==> src/rtl/io_interp_pkg.sv <==
// Shared types and helpers for the phase-interpolator select stepper.
// Helpers work on MaxSelW-wide values; callers zero-extend and truncate.
package io_interp_pkg;

  localparam int unsigned MaxSelW = 16;

  typedef enum logic {StIdle, StSettle} chan_state_e;
  typedef enum logic {DirUp, DirDown} step_dir_e;

  function automatic logic [MaxSelW-1:0] bin2gray(input logic [MaxSelW-1:0] b);
    return b ^ (b >> 1);
  endfunction

  // Shortest way round the ring; the exact half-ring tie goes up.
  function automatic step_dir_e step_dir(input logic [MaxSelW-1:0] cur,
                                         input logic [MaxSelW-1:0] tgt,
                                         input int unsigned sel_w);
    logic [MaxSelW-1:0] mask;
    logic [MaxSelW-1:0] half;
    logic [MaxSelW-1:0] d;
    mask = (MaxSelW'(1) << sel_w) - MaxSelW'(1);
    half = MaxSelW'(1) << (sel_w - 1);
    d    = (tgt - cur) & mask;
    return (d <= half) ? DirUp : DirDown;
  endfunction

endpackage

==> src/rtl/io_interp_sel_chan.sv <==
// One interpolator channel: walks a registered gray select code one ring
// position at a time towards an accepted target, with a settle gap per step.
module io_interp_sel_chan
  import io_interp_pkg::*;
#(
  parameter int unsigned SEL_W      = 3,
  parameter int unsigned SETTLE_CYC = 4,
  parameter int unsigned RESET_CODE = 0
) (
  input  logic             clk,
  input  logic             reset,
  input  logic             freeze,
  input  logic             tgt_valid,
  input  logic [SEL_W-1:0] tgt_bin,
  output logic             tgt_ready,
  output logic [SEL_W-1:0] cur_bin,
  output logic [SEL_W-1:0] mux_sel_gray,
  output logic [SEL_W-1:0] mux_sel_inv,
  output logic             busy,
  output logic             step_pulse
);

  localparam int unsigned     CntW      = $clog2(SETTLE_CYC + 1);
  localparam logic [CntW-1:0] CntLoad   = CntW'(SETTLE_CYC);
  localparam logic [SEL_W-1:0] ResetBin  = SEL_W'(RESET_CODE);
  localparam logic [SEL_W-1:0] ResetGray = SEL_W'(bin2gray(MaxSelW'(ResetBin)));

  chan_state_e      state_q, state_d;
  logic [CntW-1:0]  cnt_q, cnt_d;
  logic [SEL_W-1:0] cur_q, cur_d;
  logic [SEL_W-1:0] tgt_q, tgt_d;
  logic [SEL_W-1:0] gray_q, gray_d;
  step_dir_e        dir_q, dir_d, dir_now;
  logic             pulse_q, pulse_d;
  logic             step;

  always_comb begin
    state_d = state_q;
    cnt_d   = cnt_q;
    cur_d   = cur_q;
    tgt_d   = tgt_q;
    dir_d   = dir_q;
    dir_now = dir_q;
    step    = 1'b0;
    if (!freeze) begin
      case (state_q)
        StIdle: begin
          if (tgt_valid) begin
            tgt_d = tgt_bin;
            if (tgt_bin != cur_q) begin
              // Direction is latched here and held for the whole move.
              dir_now = step_dir(MaxSelW'(cur_q), MaxSelW'(tgt_bin), SEL_W);
              dir_d   = dir_now;
              step    = 1'b1;
              state_d = StSettle;
              cnt_d   = CntLoad;
            end
          end
        end
        StSettle: begin
          if (cnt_q == CntW'(1)) begin
            if (cur_q == tgt_q) begin
              state_d = StIdle;
              cnt_d   = '0;
            end else begin
              step  = 1'b1;
              cnt_d = CntLoad;
            end
          end else begin
            cnt_d = cnt_q - CntW'(1);
          end
        end
        default: ;
      endcase
    end
    if (step) begin
      cur_d = (dir_now == DirUp) ? cur_q + SEL_W'(1) : cur_q - SEL_W'(1);
    end
    gray_d  = SEL_W'(bin2gray(MaxSelW'(cur_d)));
    pulse_d = step;
  end

  always_ff @(posedge clk) begin
    if (reset) begin
      state_q <= StIdle;
      cnt_q   <= '0;
      cur_q   <= ResetBin;
      tgt_q   <= ResetBin;
      gray_q  <= ResetGray;
      dir_q   <= DirUp;
      pulse_q <= 1'b0;
    end else begin
      state_q <= state_d;
      cnt_q   <= cnt_d;
      cur_q   <= cur_d;
      tgt_q   <= tgt_d;
      gray_q  <= gray_d;
      dir_q   <= dir_d;
      pulse_q <= pulse_d;
    end
  end

  assign tgt_ready    = (state_q == StIdle) & ~freeze;
  assign cur_bin      = cur_q;
  assign mux_sel_gray = gray_q;
  assign mux_sel_inv  = ~gray_q;
  assign busy         = (state_q == StSettle);
  assign step_pulse   = pulse_q;

endmodule

==> src/rtl/io_interp_sel_stepper.sv <==
// NCH independent interpolator select steppers; this level only slices buses.
module io_interp_sel_stepper #(
  parameter int unsigned NCH        = 4,
  parameter int unsigned SEL_W      = 3,
  parameter int unsigned SETTLE_CYC = 4,
  parameter int unsigned RESET_CODE = 0
) (
  input  logic                 clk,
  input  logic                 reset,
  input  logic                 freeze,
  input  logic [NCH-1:0]       tgt_valid,
  input  logic [NCH*SEL_W-1:0] tgt_bin,
  output logic [NCH-1:0]       tgt_ready,
  output logic [NCH*SEL_W-1:0] cur_bin,
  output logic [NCH*SEL_W-1:0] mux_sel_gray,
  output logic [NCH*SEL_W-1:0] mux_sel_inv,
  output logic [NCH-1:0]       busy,
  output logic [NCH-1:0]       step_pulse
);

  for (genvar i = 0; i < NCH; i++) begin : g_chan
    io_interp_sel_chan #(
      .SEL_W     (SEL_W),
      .SETTLE_CYC(SETTLE_CYC),
      .RESET_CODE(RESET_CODE)
    ) u_chan (
      .clk         (clk),
      .reset       (reset),
      .freeze      (freeze),
      .tgt_valid   (tgt_valid[i]),
      .tgt_bin     (tgt_bin[i*SEL_W +: SEL_W]),
      .tgt_ready   (tgt_ready[i]),
      .cur_bin     (cur_bin[i*SEL_W +: SEL_W]),
      .mux_sel_gray(mux_sel_gray[i*SEL_W +: SEL_W]),
      .mux_sel_inv (mux_sel_inv[i*SEL_W +: SEL_W]),
      .busy        (busy[i]),
      .step_pulse  (step_pulse[i])
    );
  end

endmodule

==> config.mk <==
export PLATFORM = sky130hd
export DESIGN_NAME = io_interp_sel_stepper
export DESIGN_NICKNAME = d
export VERILOG_FILES = /design/src/rtl/io_interp_pkg.sv /design/src/rtl/io_interp_sel_chan.sv /design/src/rtl/io_interp_sel_stepper.sv
export SDC_FILE = /design/constraint.sdc
export NUM_CORES = 1
export LEC_CHECK = 0
export CORE_ASPECT_RATIO = 0.9
export CORE_MARGIN = 2
export CORE_UTILIZATION = 50
export CTS_CLUSTER_SIZE = 16
export DETAILED_ROUTE_END_ITERATION = 12
export GPL_TIMING_DRIVEN = 0
export PLACE_DENSITY = 0.78
export SLEW_MARGIN = 20
export SYNTH_ARGS = -nofsm -noshare
export SYNTH_HDL_FRONTEND = slang
export SYNTH_SLANG_ARGS = --single-unit
==> constraint.sdc <==
create_clock -name clk -period 6.1 [get_ports clk]
set_input_delay 1.525 -clock clk [delete_from_list [all_inputs] [get_ports clk]]
set_output_delay 1.525 -clock clk [all_outputs]
set_load 0.01 [all_outputs]
==> flow_metrics.py, run 1 <==
metrics = {
    "status": {
        "status": "completed",
    },
    "worst_setup_path": {
        "rr_worst_depth": 13,
        "rrSetupSlack_ns": 2.82,
        "regToRegEndpoint": "g_chan[3].u_chan.mux_sel_gray[2]",
        "arrival_ns": 3.69,
        "crit_fanout": 10,
        "timing.rr.start": "g_chan[3].u_chan.cur_bin[1]",
        "start_kind": "primary input",
        "cp-end-kind": "output pin",
        "path_class": "primary input to output pin",
        "crit_required_ns": 4.58,
    },
    "floorplanning": {
        "start_util_pct": 51.06,
        "dieArea_sq_um": 7846,
        "ios": 67,
        "num_rows": 29,
        "die_y_um": 84.23,
        "die_x_um": 93.15,
        "core_sq_um": 7003,
    },
    "sta": {
        "fmax_ghz": 0.1918,
        "tightest_slew_ns": 0.6376,
        "final-setup-viol-count": 0,
        "skew_ns": 0.008689,
        "slew_violations": 0,
        "tns_ns": 0,
        "setup_slack_ns": 0.8863,
        "slew_headroom_pct": 57.49,
        "rsz0062_at_grt": "false",
        "fin_crit_sh_pct": 85.47,
        "hold_violations": 0,
        "final.min_clock_period_ns": 5.214,
    },
    "cells_and_area": {
        "drive_gt1_share_pct": 8.300,
        "n_fill_cell": 620,
        "synthToLayoutAreaGrowth_pct": 23.72,
        "fin_nets": 545,
        "diodes": 0,
    },
    "route": {
        "viasPerCell": 5.361,
        "first_iter_violations": 120,
        "drt_pass1_iterations": 4,
        "drt-total-wl_mm": 8.372,
        "wl_per_cell_um": 13.98,
        "drc": 0,
        "antenna_left": 0,
        "vias": 3211,
    },
    "logic_synthesis": {
        "synth_area_sq_um": 3576,
        "synth_cell_type_count": 61,
        "synth.largest_area_cell": "dfxtp_1",
        "netlist_top_cells_area": "dfxtp_1 (31%), ha_1 (5.6%), xnor2_1 (5.1%)",
        "synth_edf_count": 0,
        "syn_area_per_cell_sq_um": 8.239,
        "yosysWarnings": 0,
        "syn_nets": 473,
        "synth_flop_cell": "dfxtp_1",
        "yosys.area.top_type_share_pct": 31.35,
        "synthCells": 434,
        "ys_seq_area_share_pct": 31.35,
        "async_flop_share_pct": 0,
        "ys_ff_latch": 56,
    },
    "placed_design": {
        "gp_congestion": 0.8730,
        "post-place-ws_ns": 0.8830,
        "portBuffers": 65,
        "hpwlAfterDp_mm": 6.318,
    },
    "global_routing": {
        "grt.total_usage_pct": 22.05,
        "antenna_found_initial": 0,
        "grt_max_degree": 17,
        "overflow": 0,
        "grt_first_pass_wirelength_mm": 14.08,
        "grt_pass1_vias": 3036,
    },
    "clock_tree": {
        "postCtsSetupBuffers": 0,
        "post_cts_resized": 0,
        "clk_latency_ns": 0.31,
        "cts-buffers-inserted": 5,
        "ctsHoldBuffers": 0,
        "tritoncts": "yes",
        "clkTransAtPathRegs_ns": 0.09,
        "clk_path_buf_depth": 2,
        "htreeDepth": 2,
        "cts_root_buf": "clkbuf_8",
        "cts.sinks": 56,
    },
    "hold_path": {
        "hold_end": "g_chan[0].u_chan.tgt_q[0]",
        "hp-start": "g_chan[0].u_chan.tgt_q[0]",
        "hold_class": "flip-flop to flip-flop",
        "hold_depth": 2,
    },
    "run": {
        "drv_cap": 0,
    },
    "power": {
        "p_leak_nw": 1.762,
        "peakVddDrop_mv": 0.1131,
        "power_density_nw_per_um2": 222.1,
    },
}
how the worst max path moves through the flow:
stage	endpoint	startpoint	depth (start not counted)	slack (ns)
detailed placement	tgt_ready[3]	freeze	6	0.88
global route	tgt_ready[3]	freeze	6	0.82
global placement	tgt_ready[3]	freeze	6	0.91
floorplan	g_chan[1].u_chan.mux_sel_gray[1]	tgt_bin[4]	8	2.27
CTS	tgt_ready[3]	freeze	6	0.88
finish	tgt_ready[3]	freeze	6	0.89
cells in the mapped netlist, types with 8 or more instances:
library cell	number
a21oi_1	28
buf_4	17
dfxtp_1	56
ha_1	16
inv_1	47
mux2i_1	12
nand2_1	32
nand3_1	9
nor2_1	48
nor3_1	10
o21a_1	8
o21ai_0	18
xnor2_1	21
metal layers:
metal / track usage [%] / part of all wire, % / up-vias
li1: - / - / 1604
met1: 29.90 / 47 / 1532
met2: 37.48 / 48 / 68
met3: 3.142 / 3.4 / 7
met4: 4.679 / 0.80 / 0
met5: 0 / 0 / -
flip-flops by register name, summed over array words and instances (netlist names):
name                        flops
g_chan.u_chan.busy              4
g_chan.u_chan.cnt_q            12
g_chan.u_chan.cur_bin           8
g_chan.u_chan.dir_q             4
g_chan.u_chan.mux_sel_gray     12
g_chan.u_chan.step_pulse        4
g_chan.u_chan.tgt_q            12
cell families after synthesis:
| kind of cell | Yosys count | share of synthesized area, % |
|---|---|---|
| and+or+nand+nor | 144 | 20.57 |
| DFF | 56 | 31.35 |
| buffers and inverters | 80 | 10.99 |
| muxes | 12 | 3.359 |
| xor gates and xnor gates | 29 | 7.733 |
| AOI/OAI and AO/OA | 93 | 18.16 |
| adders and majority gates | 20 | 7.838 |
final cells by class:
cell class | instances | area, sq um | area share, %
inverters | 47 | 176.4 | 3.988
multi-input cells | 298 | 2062 | 46.61
clock inverters | 2 | 12.51 | 0.2828
clock buffers | 5 | 68.82 | 1.555
flip-flops and latches | 56 | 1121 | 25.34
well taps | 93 | 116.4 | 2.630
plain buffers | 33 | 216.5 | 4.893
repair buffers | 65 | 650.6 | 14.71
worst max-delay path, cell delays in order:
cell             delay (ns)
clkdlybuf4s50_1        0.69
buf_2                  0.31
buf_1                  0.44
nor2_1                 0.11
buf_4                  0.15
clkdlybuf4s50_1        0.46
stage by stage:
step	total power, mW	cells	util (%)	hold WS (ns)	instance area [sq um]
6_report	0.9825	599	63.18	0.4728	4424
5_1_grt	1.043	599	63.18	0.5058	4424
4_1_cts	0.9877	599	63.18	0.4754	4424
3_5_place_dp	0.7900	592	62.02	0.4621	4343
3_3_place_gp	0.7776	592	62.02	0.4551	4343
2_1_floorplan	0.6630	434	-	0.4488	3576
layout by cell type (no fill, tap or decap), types with 3 or more instances in the layout:
cell and n:
o2111ai_1 4, a21oi_1 28, a2111o_1 3, nor2b_1 7, xor2_1 6, xnor2_1 21
nand2b_1 5, nor4b_1 6, or3b_1 3, buf_4 17, and2_1 3, o21ai_0 18
dfxtp_1 56, o21a_1 8, clkbuf_1 7, nor2_1 48, clkdlybuf4s50_1 65, buf_2 5
nor3_1 10, fa_1 4, or4_1 3, nand2_1 32, clkbuf_8 6, nand3_1 9
mux2i_1 12, inv_1 47, ha_1 16, or3_1 5, a31oi_1 7
where the power goes:
| group | switching, mW | internal [mW] |
|---|---|---|
| sequential | 0.0282 | 0.397 |
| clock | 0.120 | 0.0782 |
| combinational | 0.178 | 0.181 |
| total | 0.327 | 0.656 |
Power figures use the tool's default switching activity.
==> inputs of run 2 (changes only) <==
--- a/config.mk
+++ b/config.mk
@@ -12,6 +12,7 @@
 export DETAILED_ROUTE_END_ITERATION = 12
 export GPL_TIMING_DRIVEN = 0
 export PLACE_DENSITY = 0.78
+export SKIP_LAST_GASP = 1
 export SLEW_MARGIN = 20
 export SYNTH_ARGS = -nofsm -noshare
 export SYNTH_HDL_FRONTEND = slang
==> results of run 2 <==
Final layout, timing and power as in run 1 (identical DEF).
